**src/rtl/blink_pkg.sv**
```systemverilog
// Shared types and default constants for the LED blink sequencer.
package blink_pkg;

    // Sequencer states; DONE lasts exactly one cycle.
    typedef enum logic [1:0] {
        ST_IDLE = 2'd0,
        ST_RUN  = 2'd1,
        ST_DONE = 2'd2
    } blink_state_t;

    localparam int         BLINK_DIV_W          = 24;
    localparam int         BLINK_PAT_LEN        = 8;
    localparam int         BLINK_DEFAULT_DIV    = 25;
    localparam logic [7:0] BLINK_DEFAULT_PAT    = 8'hAA;
    localparam logic [3:0] BLINK_DEFAULT_REPEAT = 4'd1;

endpackage

```
**src/rtl/blink_tick_gen.sv**
```systemverilog
// Bit-period divider: counts 0..div-1 while enabled and flags the last count.
// A divider of 0 or 1 gives a tick on every enabled cycle.
module blink_tick_gen
    import blink_pkg::*;
#(
    parameter int DIV_W = BLINK_DIV_W
) (
    input  logic             clk,
    input  logic             reset,
    input  logic             en,
    input  logic [DIV_W-1:0] div,
    output logic             tick
);

    logic [DIV_W-1:0] r_cnt;
    logic             w_last;

    assign w_last = (div <= DIV_W'(1)) || (r_cnt >= (div - DIV_W'(1)));
    assign tick   = en && w_last;

    // Counter is held at zero whenever disabled, so every run starts cleanly.
    always_ff @(posedge clk) begin
        if (!reset) begin
            r_cnt <= '0;
        end else if (!en || w_last) begin
            r_cnt <= '0;
        end else begin
            r_cnt <= r_cnt + DIV_W'(1);
        end
    end

endmodule

```
**src/rtl/blink_seq_ctrl.sv**
```systemverilog
// LED pattern sequencer: shifts a latched bit pattern out on led, one bit per
// div clocks, for a configurable number of repetitions (0 = until stopped).
//
// Config handshake: a word transfers on a rising edge where cfg_valid && cfg_ready.
// cfg_ready is high only in IDLE; cfg_valid in any other state is ignored and
// the latched configuration is left untouched.
module blink_seq_ctrl
    import blink_pkg::*;
#(
    parameter int                   DIV_W       = BLINK_DIV_W,
    parameter int                   PAT_LEN     = BLINK_PAT_LEN,
    parameter int                   DEFAULT_DIV = BLINK_DEFAULT_DIV,
    parameter logic [PAT_LEN-1:0]   DEFAULT_PAT = BLINK_DEFAULT_PAT
) (
    input  logic               clk,
    input  logic               reset,
    input  logic               cfg_valid,
    output logic               cfg_ready,
    input  logic [PAT_LEN-1:0] cfg_pattern,
    input  logic [DIV_W-1:0]   cfg_div,
    input  logic [3:0]         cfg_repeat,
    input  logic               start,
    input  logic               stop,
    output logic               led,
    output logic               busy,
    output logic               done,
    output blink_state_t       dbg_state
);

    localparam int IDX_W = (PAT_LEN > 1) ? $clog2(PAT_LEN) : 1;

    blink_state_t       r_state;
    blink_state_t       w_state_nxt;
    logic [IDX_W-1:0]   r_idx;
    logic [IDX_W-1:0]   w_idx_nxt;
    logic [3:0]         r_rep_cnt;
    logic [3:0]         w_rep_nxt;
    logic [3:0]         w_rep_inc;
    logic [PAT_LEN-1:0] r_pattern;
    logic [PAT_LEN-1:0] w_pat_use;
    logic [DIV_W-1:0]   r_div;
    logic [3:0]         r_repeat;
    logic               r_led;
    logic               r_busy;
    logic               r_done;
    logic               w_led_nxt;
    logic               w_xfer;
    logic               w_tick;

    assign cfg_ready = (r_state == ST_IDLE);
    assign led       = r_led;
    assign busy      = r_busy;
    assign done      = r_done;
    assign dbg_state = r_state;

    blink_tick_gen #(
        .DIV_W (DIV_W)
    ) u_tick_gen (
        .clk   (clk),
        .reset (reset),
        .en    (r_state == ST_RUN),
        .div   (r_div),
        .tick  (w_tick)
    );

    // Next state, bit index, repeat count and the LED value to register.
    always_comb begin
        w_state_nxt = r_state;
        w_idx_nxt   = r_idx;
        w_rep_nxt   = r_rep_cnt;
        w_led_nxt   = 1'b0;
        w_xfer      = (r_state == ST_IDLE) && cfg_valid;
        // A config word arriving with start is used by that very run.
        w_pat_use   = w_xfer ? cfg_pattern : r_pattern;
        w_rep_inc   = (r_rep_cnt == 4'hF) ? 4'hF : (r_rep_cnt + 4'd1);
        case (r_state)
            ST_IDLE: begin
                if (start && !stop) begin
                    w_state_nxt = ST_RUN;
                    w_idx_nxt   = '0;
                    w_rep_nxt   = 4'd0;
                end
            end
            ST_RUN: begin
                if (stop) begin
                    w_state_nxt = ST_IDLE;
                end else if (w_tick) begin
                    if (r_idx == IDX_W'(PAT_LEN - 1)) begin
                        w_idx_nxt = '0;
                        w_rep_nxt = w_rep_inc;
                        if ((r_repeat != 4'd0) && (w_rep_inc == r_repeat)) begin
                            w_state_nxt = ST_DONE;
                        end
                    end else begin
                        w_idx_nxt = r_idx + IDX_W'(1);
                    end
                end
            end
            ST_DONE: begin
                w_state_nxt = ST_IDLE;
            end
            default: begin
                w_state_nxt = ST_IDLE;
            end
        endcase
        if (w_state_nxt == ST_RUN) begin
            w_led_nxt = w_pat_use[w_idx_nxt];
        end
    end

    // State, counters, latched configuration and registered outputs.
    always_ff @(posedge clk) begin
        if (!reset) begin
            r_state   <= ST_IDLE;
            r_idx     <= '0;
            r_rep_cnt <= 4'd0;
            r_pattern <= DEFAULT_PAT;
            r_div     <= DIV_W'(DEFAULT_DIV);
            r_repeat  <= BLINK_DEFAULT_REPEAT;
            r_led     <= 1'b0;
            r_busy    <= 1'b0;
            r_done    <= 1'b0;
        end else begin
            r_state   <= w_state_nxt;
            r_idx     <= w_idx_nxt;
            r_rep_cnt <= w_rep_nxt;
            if (w_xfer) begin
                r_pattern <= cfg_pattern;
                r_div     <= (cfg_div == '0) ? DIV_W'(1) : cfg_div;
                r_repeat  <= cfg_repeat;
            end
            r_led     <= w_led_nxt;
            r_busy    <= (w_state_nxt == ST_RUN);
            r_done    <= (w_state_nxt == ST_DONE);
        end
    end

endmodule

```
**config.mk**
```make
export PLATFORM = sky130hd
export DESIGN_NAME = blink_seq_ctrl
export DESIGN_NICKNAME = d
export VERILOG_FILES = /design/src/rtl/blink_pkg.sv /design/src/rtl/blink_tick_gen.sv /design/src/rtl/blink_seq_ctrl.sv
export SDC_FILE = /design/constraint.sdc
export NUM_CORES = 1
export LEC_CHECK = 0
export CAP_MARGIN = 10
export CORE_UTILIZATION = 57
export CTS_CLUSTER_SIZE = 20
export DETAILED_ROUTE_END_ITERATION = 12
export HOLD_SLACK_MARGIN = 0.12
export PLACE_DENSITY = 0.91
export RECOVER_POWER = 100
export SLEW_MARGIN = 20
export SYNTH_ARGS = -nofsm -noshare
export SYNTH_HDL_FRONTEND = slang
export SYNTH_HIERARCHICAL = 1
export SYNTH_SLANG_ARGS = --single-unit
```
**constraint.sdc**
```tcl
create_clock -name clk -period 5.1 [get_ports clk]
set_input_delay 0.51 -clock clk [delete_from_list [all_inputs] [get_ports clk]]
set_output_delay 0.51 -clock clk [all_outputs]
set_load 0.01 [all_outputs]
```
==> metrics.md, run 1 <==
| Metric | Value |
|---|---|
| DIE HEIGHT | `88.8 um` |
| HP Class | `reg2reg` |
| Family with the most delay on the worst path | `simple AND/OR/NAND/NOR gates` |
| Leading area contributor after synthesis | `dfxtp_1` |
| Status | `finished, violations left` |
| Clk_skew | `10.8 ps` |
| Placer Congestion | `0.896` |
| Minimum clock period | `4790 ps` |
| Pwr dens | `259 mW/mm^2` |
| F_max | `209 MHz` |
| DRC Markers | `0` |
| FFs w/ async S/R, synth | `0` |
| Chip width | `88.8 um` |
| Port Buf Inserts | `46` |
| Final WL | `10400 um` |
| GRT overflow | `0` |
| Final setup TNS | `0 ps` |
| Crit path cell chain | `or3_4, nor4_4, nand4_1, nor4_1, xnor2_1, ha_1, and2_0, a221o_1, a21oi_1, o21ai_2, o31a_1, and4bb_2, nand2_1, nand2_2, mux4_2, or3_1, o211a_1` |
| H-tree depth | `3` |
| Top post-synthesis cells by area | `dfxtp_1 34%, ha_1 8.7%, nand2_1 8.3%` |
| Iteration-0 DRC Markers | `198` |
| Period utilization | `0.939` |
| Vias in the first global route | `3795` |
| DPL Wire Length | `7620 um` |
| Worst-path cell with the longest stage delay | `o31a_1` |
| Synth Area per Inst | `8.32 um^2` |
| IO Count | `47` |
| Vias per Instance | `6.12` |
| Antenna diode count | `0` |
| Max clock buf depth | `2` |
| Data arrival, critical path | `5050 ps` |
| RSZ-0062 raised after global routing | `false` |
| Share of layout cells above drive strength 1 | `0.0710` |
| Initial antenna violation count | `0` |
| Slew headroom | `-0.214` |
| Post-synthesis net count | `587` |
| Tot Pwr | `1.30 mW` |
| Largest net degree at the start of global routing | `39` |
| Buf/Inv on CP | `0` |
| Initial Utilization | `0.592` |
| Final Hold Vio Count | `0` |
| Mapped Area | `0.00429 mm^2` |
| Top-count cell post-synth | `nand2_1` |
| Crit-path max FO | `25` |
| Root Driver | `clkbuf_8` |
| First-pass GRT wire length | `16800 um` |
| Worst reg-to-reg setup slack | `310 ps` |
| CP endpoint kind | `flop` |
| Register area share after synthesis | `0.336` |
| GRT Util Overall | `0.278` |
| WL per Instance | `15.6 um` |
| # setup viols final | `0` |
| Max Cap Viol | `1` |
| Clk sinks | `72` |
| Count of cell types in the netlist | `63` |
| Vias | `4052` |
| Post-synth top cells | `95 x nand2_1, 72 x dfxtp_1, 41 x a21oi_1, 39 x nor4_1, 30 x ha_1` |
| Failing checks | `capacitance limit, slew limit` |
| Worst Path Required | `5370 ps` |
| Nets | `629` |
| Pleak | `1.92 nW` |
| Main synth FF type | `dfxtp_1` |
| Routed Antenna Nets | `0` |
| CTS Buf Count | `9` |
| DR pass1 iterations | `5` |
| VDD IR max | `0.159 mV` |
| Rows | `31` |
| Synth Register Bits | `72` |
| Clock transition at path regs | `90 ps` |
| Max Slew Vio Count | `17` |
| Worst-Skew Late Latency | `360 ps` |
| Core Footprint | `0.00725 mm^2` |
| Post-synth EDFFs | `0` |
| Area delta synth->final | `16.8%` |
| CP Class | `reg2reg` |
| Crit start category | `flop` |
| Post-synth top area share | `0.336` |
| Syn Inst Count | `516` |
| Worst path max stage delay | `440 ps` |
| Die area | `0.00788 mm^2` |
| CTS tree | `yes` |
| Synth Warn # | `6` |
| Least-Margin Pin Slew | `1820 ps` |
==> layout make-up <==
type                            count  area, um^2
Multi-Input combinational cell    413        2690
Fill cell                         553        2240
Sequential cell                    72        1440
Timing Repair Buffer               50         483
Clock buffer                       10         138
Tap cell                           99         124
Clock inverter                      6        97.6
Inverter                           12        45.0
==> worst min-delay path, stage by stage (launching register included) <==
cell     delay, ps
dfxtp_1        320
nand2_1         50
a21oi_1         50
==> layout by cell type (no fill, tap or decap), types with 4 or more instances in the layout <==
master / instances
nand2_1: 95
dfxtp_1: 72
a21oi_1: 41
nor4_1: 40
clkdlybuf4s50_1: 39
ha_1: 30
nand3_1: 25
xnor2_1: 23
nor2_1: 22
xor2_1: 22
nor3_1: 14
o21ai_0: 13
inv_1: 11
clkbuf_8: 10
nand4_1: 10
dlygate4sd3_1: 7
mux2i_1: 4
and2_1: 4
==> cell families after synthesis <==
family	count (synthesis)	share of synthesized area
AO/OA/AOI/OAI	84	0.120
XOR/XNOR	45	0.0918
adder cells (fa/ha/maj)	30	0.0874
buffers and inverters	31	0.0350
flip-flops	72	0.336
multiplexers	6	0.0198
AND/OR/NAND/NOR	248	0.310
==> final timing paths <==
path,start,depth (start not counted),to
setup / recovery,r_div[4],17,led
hold / removal,r_pattern[0],2,r_pattern[0]
setup reg to reg,r_div[4],17,led
hold reg to reg,r_pattern[0],2,r_pattern[0]
==> metal layers <==
| metal | up-vias | track usage | part of all wire |
|---|---|---|---|
| li1 | 1953 | - | - |
| met1 | 1917 | 0.318 | 0.42 |
| met2 | 142 | 0.490 | 0.50 |
| met3 | 40 | 0.0513 | 0.049 |
| met4 | 0 | 0.154 | 0.034 |
| met5 | - | 0 | 0 |
==> flip-flops by register name, indices dropped and copies added, names as in the netlist <==
register / flops
busy: 1
dbg_state: 2
done: 1
led: 1
r_div: 24
r_idx: 3
r_pattern: 8
r_rep_cnt: 4
r_repeat: 4
u_tick_gen/r_cnt: 24
==> where the power goes <==
group          internal [mW]  switching, mW
Clock                  0.297          0.243
Combinational         0.0774         0.0818
Sequential             0.581         0.0212
Total                  0.956          0.346
==> per-stage QoR <==
stage / setup WS (ps) / area, um^2 / util / hold WS [ps] / cells
after floorplan: 904 / 4290 / - / 433 / 516
after global routing: 40.8 / 5020 / 0.692 / 497 / 662
after global placement: 570 / 4810 / 0.663 / 447 / 646
after CTS: 399 / 5040 / 0.695 / 463 / 662
final: 311 / 5020 / 0.692 / 463 / 662
after detailed placement: 410 / 4810 / 0.663 / 448 / 646
==> what timing repair did <==
action | 4_1_cts | 5_1_grt
setup endpoints to repair | 0 | 1
resized for setup | 0 | 1
buffers inserted | 0 | 0
hold buffers | 0 | 0
Power figures use the tool's default switching activity.
==> run 2: changes to the inputs <==
--- a/config.mk
+++ b/config.mk
@@ -10,7 +10,7 @@
 export CTS_CLUSTER_SIZE = 20
 export DETAILED_ROUTE_END_ITERATION = 12
 export HOLD_SLACK_MARGIN = 0.12
-export PLACE_DENSITY = 0.91
+export PLACE_DENSITY_LB_ADDON = 0.1
 export RECOVER_POWER = 100
 export SLEW_MARGIN = 20
 export SYNTH_ARGS = -nofsm -noshare
==> metrics.md, run 2 (same netlist as run 1, synthesis figures left out) <==
| Metric | Value |
|---|---|
| Comb power frac | `0.136` |
| H-tree depth | `3` |
| Final WL | `9700 um` |
| Fin util | `0.682` |
| Pint | `842 uW` |
| Most frequent cells in the layout | `95 x nand2_1, 72 x dfxtp_1, 41 x a21oi_1` |
| Area occupied by multi-input gates | `0.00269 mm^2` |
| Antenna diode count | `0` |
| DP Area | `0.00481 mm^2` |
| Commonest non-fill, non-tap cell in the layout | `nand2_1` |
| RSZ-0062 raised after global routing | `false` |
| WL per Instance | `14.7 um` |
| Final design instance area without fill | `0.00495 mm^2` |
| DPL Wire Length | `7300 um` |
| Port Buf Inserts | `46` |
| Switching Share | `0.268` |
| F_max | `208 MHz` |
| HP Class | `reg2reg` |
| NetSw | `308 uW` |
| First-pass GRT wire length | `16000 um` |
| Number of hold buffers added after CTS | `0` |
| Crit path cell chain | `or4_4, nor3_2, nand3_1, nor3_1, xnor2_1, ha_1, and4_1, nand4_2, nor2_1, o31a_1, and4bb_2, nand2_1, nand2_2, mux4_2, or3_1, o211a_1` |
| Largest regs | `r_div (24), u_tick_gen/r_cnt (24), r_pattern (8)` |
| Area delta synth->final | `15.2%` |
| Worst Path Required | `5350 ps` |
| Seq. cell area | `0.00144 mm^2` |
| Data arrival, critical path | `5070 ps` |
| Clock transition at path regs | `80 ps` |
| DIE HEIGHT | `88.8 um` |
| Clk network pwr share | `0.341` |
| Initial antenna violation count | `0` |
| Sequential share of power | `0.523` |
| Final Hold Vio Count | `0` |
| Post-CTS Setup Bufs | `0` |
| Clk_skew | `13.1 ps` |
| Post-CTS sizing | `0` |
| Nets | `630` |
| Pleak | `1.88 nW` |
| Minimum clock period | `4820 ps` |
| Rows | `31` |
| Final setup TNS | `0 ps` |
| # setup viols final | `0` |
| Status | `completed` |
| Share of layout cells above drive strength 1 | `0.0658` |
| Routed Antenna Nets | `0` |
| Root Driver | `clkbuf_8` |
| CP endpoint kind | `flop` |
| Least-Margin Pin Slew | `1260 ps` |
| CTS tree | `yes` |
| Largest net degree at the start of global routing | `39` |
| Fill cell count | `634` |
| VDD IR max | `0.133 mV` |
| Initial Utilization | `0.592` |
| Max Slew Vio Count | `0` |
| DRC Markers | `0` |
| Chip width | `88.8 um` |
| DR pass1 iterations | `5` |
| Worst-path cell with the longest stage delay | `nor2_1` |
| Slew headroom | `0.157` |
| Worst-Skew Late Latency | `350 ps` |
| Vias per Instance | `5.87` |
| IO Count | `47` |
| Setup WS pre-CTS | `357 ps` |
| Vias | `3880` |
| CP Class | `reg2reg` |
| Max clock buf depth | `2` |
| Period utilization | `0.945` |
| Core Footprint | `0.00725 mm^2` |
| Iteration-0 DRC Markers | `165` |
| Crit-path max FO | `10` |
| Vias in the first global route | `3595` |
| Crit start category | `flop` |
| Die area | `0.00788 mm^2` |
| Worst path max stage delay | `620 ps` |
| Tot Pwr | `1.15 mW` |
| Final WS setup | `282 ps` |
| Placer Congestion | `0.874` |
| GRT Util Overall | `0.263` |
| GRT overflow | `0` |
| CTS Buf Count | `9` |
| Clk sinks | `72` |
| Max Cap Viol | `0` |
| Pwr dens | `233 mW/mm^2` |
## run 2: routing by layer
layer  vias to the layer above  share of wire  global-route usage
met1                      1799           0.45               0.311
met4                         0          0.017              0.0777
met5                         -              0                   0
met2                        90           0.51               0.479
li1                       1968              -                   -
met3                        23          0.030              0.0513
## run 2: path summary, 6_finish.rpt
kind / start / to / slack, ps / cells after the start
min reg2reg: r_pattern[0] / r_pattern[0] / 460 / 2
min: r_pattern[0] / r_pattern[0] / 460 / 2
max: r_div[3] / led / 280 / 16
max reg2reg: r_div[3] / led / 280 / 16
## run 2: area by class of cell
cell class                      count  share of cell area
Clock inverter                      3             0.00405
Sequential cell                    72               0.291
Clock buffer                       11              0.0286
Inverter                           12             0.00910
Multi-Input combinational cell    413               0.543
Tap cell                           99              0.0250
Timing Repair Buffer               51              0.0991
## run 2: stage by stage
stage | std cells | hold WS [ps]
final | 661 | 462
after global routing | 661 | 478
after CTS | 661 | 459
after detailed placement | 647 | 448
after global placement | 647 | 443
after floorplan | 516 | 433
## run 2: power by group through the flow
stage / clock (mW) / sequential, mW / combinational, mW
floorplan: 0 / 0.610 / 0.0995
global placement: 0 / 0.613 / 0.155
detailed placement: 0 / 0.614 / 0.159
CTS: 0.399 / 0.601 / 0.159
global route: 0.428 / 0.604 / 0.175
finish: 0.393 / 0.601 / 0.156
## run 2: worst max-delay path: cells and delay by family, from the launching register on
family                   cells  cell delay (ps)
multiplexers                 1              280
AO/OA/AOI/OAI                2              420
flip-flops                   1              370
adder cells (fa/ha/maj)      1              290
AND/OR/NAND/NOR             11             3260
XOR/XNOR                     1              100
==> run 3: changes to the inputs <==
--- a/config.mk
+++ b/config.mk
@@ -6,7 +6,7 @@
 export NUM_CORES = 1
 export LEC_CHECK = 0
 export CAP_MARGIN = 10
-export CORE_UTILIZATION = 57
+export CORE_UTILIZATION = 56
 export CTS_CLUSTER_SIZE = 20
 export DETAILED_ROUTE_END_ITERATION = 12
 export HOLD_SLACK_MARGIN = 0.12
@@ -15,5 +15,4 @@
 export SLEW_MARGIN = 20
 export SYNTH_ARGS = -nofsm -noshare
 export SYNTH_HDL_FRONTEND = slang
-export SYNTH_HIERARCHICAL = 1
 export SYNTH_SLANG_ARGS = --single-unit
==> metrics.md, run 3 <==
| Metric | Value |
|---|---|
| Status | `completed` |
| Post-synthesis net count | `564` |
| Vias in the first global route | `3237` |
| F_max | `225 MHz` |
| First-pass GRT wire length | `14400 um` |
| Least-Margin Pin Slew | `938 ps` |
| CP endpoint | `led` |
| Main synth FF type | `dfxtp_1` |
| DPL Wire Length | `6460 um` |
| Worst path max stage delay | `450 ps` |
| Final WL | `8570 um` |
| Slew headroom | `0.374` |
| Reg2Reg Depth | `15` |
| Vias per Instance | `5.51` |
| Most frequent cells in the layout | `88 x nand2_1, 72 x dfxtp_1, 46 x nor2_1` |
| Share of layout cells above drive strength 1 | `0.0538` |
| Max clock buf depth | `2` |
| Die area | `0.00769 mm^2` |
| Leading area contributor after synthesis | `dfxtp_1` |
| IO Count | `47` |
| VDD IR max | `0.158 mV` |
| Largest regs | `r_div (24), u_tick_gen.r_cnt (24), r_pattern (8)` |
| Period utilization | `0.871` |
| RSZ-0062 raised after global routing | `false` |
| Initial Utilization | `0.592` |
| Data arrival, critical path | `4700 ps` |
| Rows | `30` |
| DIE HEIGHT | `87.7 um` |
| Nets | `606` |
| Mapped Area | `0.00411 mm^2` |
| DR pass1 iterations | `4` |
| Crit-path max FO | `6` |
| Clk_skew | `7.93 ps` |
| Cell count after placement | `620` |
| Syn Inst Count | `493` |
| CP endpoint kind | `flop` |
| Count of cell types in the netlist | `52` |
| DRC Markers | `0` |
| Post-synth top cells | `88 x nand2_1, 72 x dfxtp_1, 46 x nor2_1, 30 x ha_1, 28 x a21boi_0` |
| Minimum clock period | `4440 ps` |
| Post-CTS sizing | `0` |
| FFs w/ async S/R, synth | `0` |
| Worst reg-to-reg setup slack | `660 ps` |
| Synth Area per Inst | `8.34 um^2` |
| Register area share after synthesis | `0.351` |
| Final Non-Filler Cells | `635` |
| Vias | `3498` |
| Clk sinks | `72` |
| Chip width | `87.7 um` |
| Worst-path cell with the longest stage delay | `nor4_1` |
| WL per Instance | `13.5 um` |
| CTS Buf Count | `9` |
| Final Hold Vio Count | `0` |
| Final setup TNS | `0 ps` |
| Post-synth EDFFs | `0` |
| CTS tree | `yes` |
| Initial antenna violation count | `0` |
| GRT Util Overall | `0.242` |
| # setup viols final | `0` |
| Iteration-0 DRC Markers | `144` |
| Placer Congestion | `0.806` |
| Number of hold buffers added after CTS | `0` |
| Root Driver | `clkbuf_8` |
| Routed Antenna Nets | `0` |
| Top-count cell post-synth | `nand2_1` |
| CP Class | `reg2reg` |
| Tot Pwr | `1.15 mW` |
| Largest net degree at the start of global routing | `46` |
| Synth Warn # | `0` |
| Post-synth top area share | `0.351` |
| HP Class | `reg2reg` |
| Post-CTS Setup Bufs | `0` |
| Reg-to-reg startpoint | `r_div[6]` |
| Area delta synth->final | `16.8%` |
| Worst-Skew Late Latency | `350 ps` |
| Commonest non-fill, non-tap cell in the layout | `nand2_1` |
| H-tree depth | `3` |
| Clock transition at path regs | `80 ps` |
| Worst Path Required | `5360 ps` |
| Crit start category | `flop` |
| Core Footprint | `0.00694 mm^2` |
| DP Area | `0.00465 mm^2` |
| Antenna diode count | `0` |
| Top post-synthesis cells by area | `dfxtp_1 35%, ha_1 9.1%, nand2_1 8.0%` |
| Pleak | `1.85 nW` |
| Synth Register Bits | `72` |
| Max Slew Vio Count | `0` |
| Max Cap Viol | `0` |
| Pwr dens | `240 mW/mm^2` |
| Critical R2R Capture | `led` |
| Crit path cell chain | `or2_2, nor4_1, nand4_1, nor4_1, xnor2_1, ha_1, nand4_1, inv_1, a221oi_1, o31ai_1, or2_2, a31oi_4, mux2_2, a2bb2oi_1, nor4bb_1` |
| Final design instance area without fill | `0.00480 mm^2` |
| GRT overflow | `0` |
| Crit path from | `r_div[6]` |
| Port Buf Inserts | `46` |
| Fill cell count | `582` |
[run 3: changes by cell type in the layout (fill, tap and decap cells not counted), sizes merged, moves of 6 or more]
| cell | change |
|---|---|
| nand2 | -8 |
| nor3 | -8 |
| a21oi | -26 |
| nor2 | +22 |
| a21boi | +27 |
| nor4 | -25 |
| nor2b | +6 |
[run 3: critical path, delay by kind of cell (launching register included)]
| kind | cells | cell delay [ps] |
|---|---|---|
| AND/OR/NAND/NOR | 7 | 2180 |
| buffers and inverters | 1 | 60 |
| AO/OA/AOI/OAI | 4 | 970 |
| flip-flops | 1 | 350 |
| multiplexers | 1 | 380 |
| XOR/XNOR | 1 | 170 |
| adder cells (fa/ha/maj) | 1 | 260 |
[run 3: report_power, final]
group,switching [mW],internal [mW]
registers,0.0197,0.581
logic,0.0744,0.0773
clock network,0.212,0.186
[run 3: cell families (layout without fill, tap and decap cells)]
group	Yosys count	after routing	share of synthesized area
buf+inv	28	74	0.0256
compound gates	74	74	0.128
xor+xnor	46	46	0.0980
mux	10	10	0.0286
fa+ha+maj	30	30	0.0913
flops	72	72	0.351
simple gates	233	233	0.278
[run 3: worst min-delay path by stage]
stage,startpoint,to,cells after the start
after CTS,r_pattern[7],r_pattern[7],2
after global routing,r_pattern[6],r_pattern[6],2
final,r_pattern[7],r_pattern[7],2
after detailed placement,r_pattern[7],r_pattern[7],2
after floorplan,r_pattern[7],r_pattern[7],2
after global placement,r_pattern[7],r_pattern[7],2
[run 3: stage by stage]
step           utilization  hold slack, ps  setup WS, ps
4_1_cts              0.694             472           625
3_3_place_gp         0.669             442           848
6_report             0.691             468           658
5_1_grt              0.691             492           234
2_1_floorplan            -             433          1120
3_5_place_dp         0.669             453           661
[run 3: area by class of cell]
cell class,count,area (um^2),area share
clock buffers,10,138,0.0287
clock inverters,5,33.8,0.00704
inverters,10,37.5,0.00782
multi-input cells,393,2550,0.531
flip-flops and latches,72,1440,0.300
well taps,96,120,0.0250
repair buffers,49,479,0.0998
[run 3: per-layer routing]
metal / global-route usage / vias to the layer above / share of wire
met5: 0 / - / 0
met4: 0.0849 / 0 / 0.015
met3: 0.0500 / 12 / 0.050
met2: 0.407 / 71 / 0.46
met1: 0.308 / 1615 / 0.47
li1: - / 1800 / -
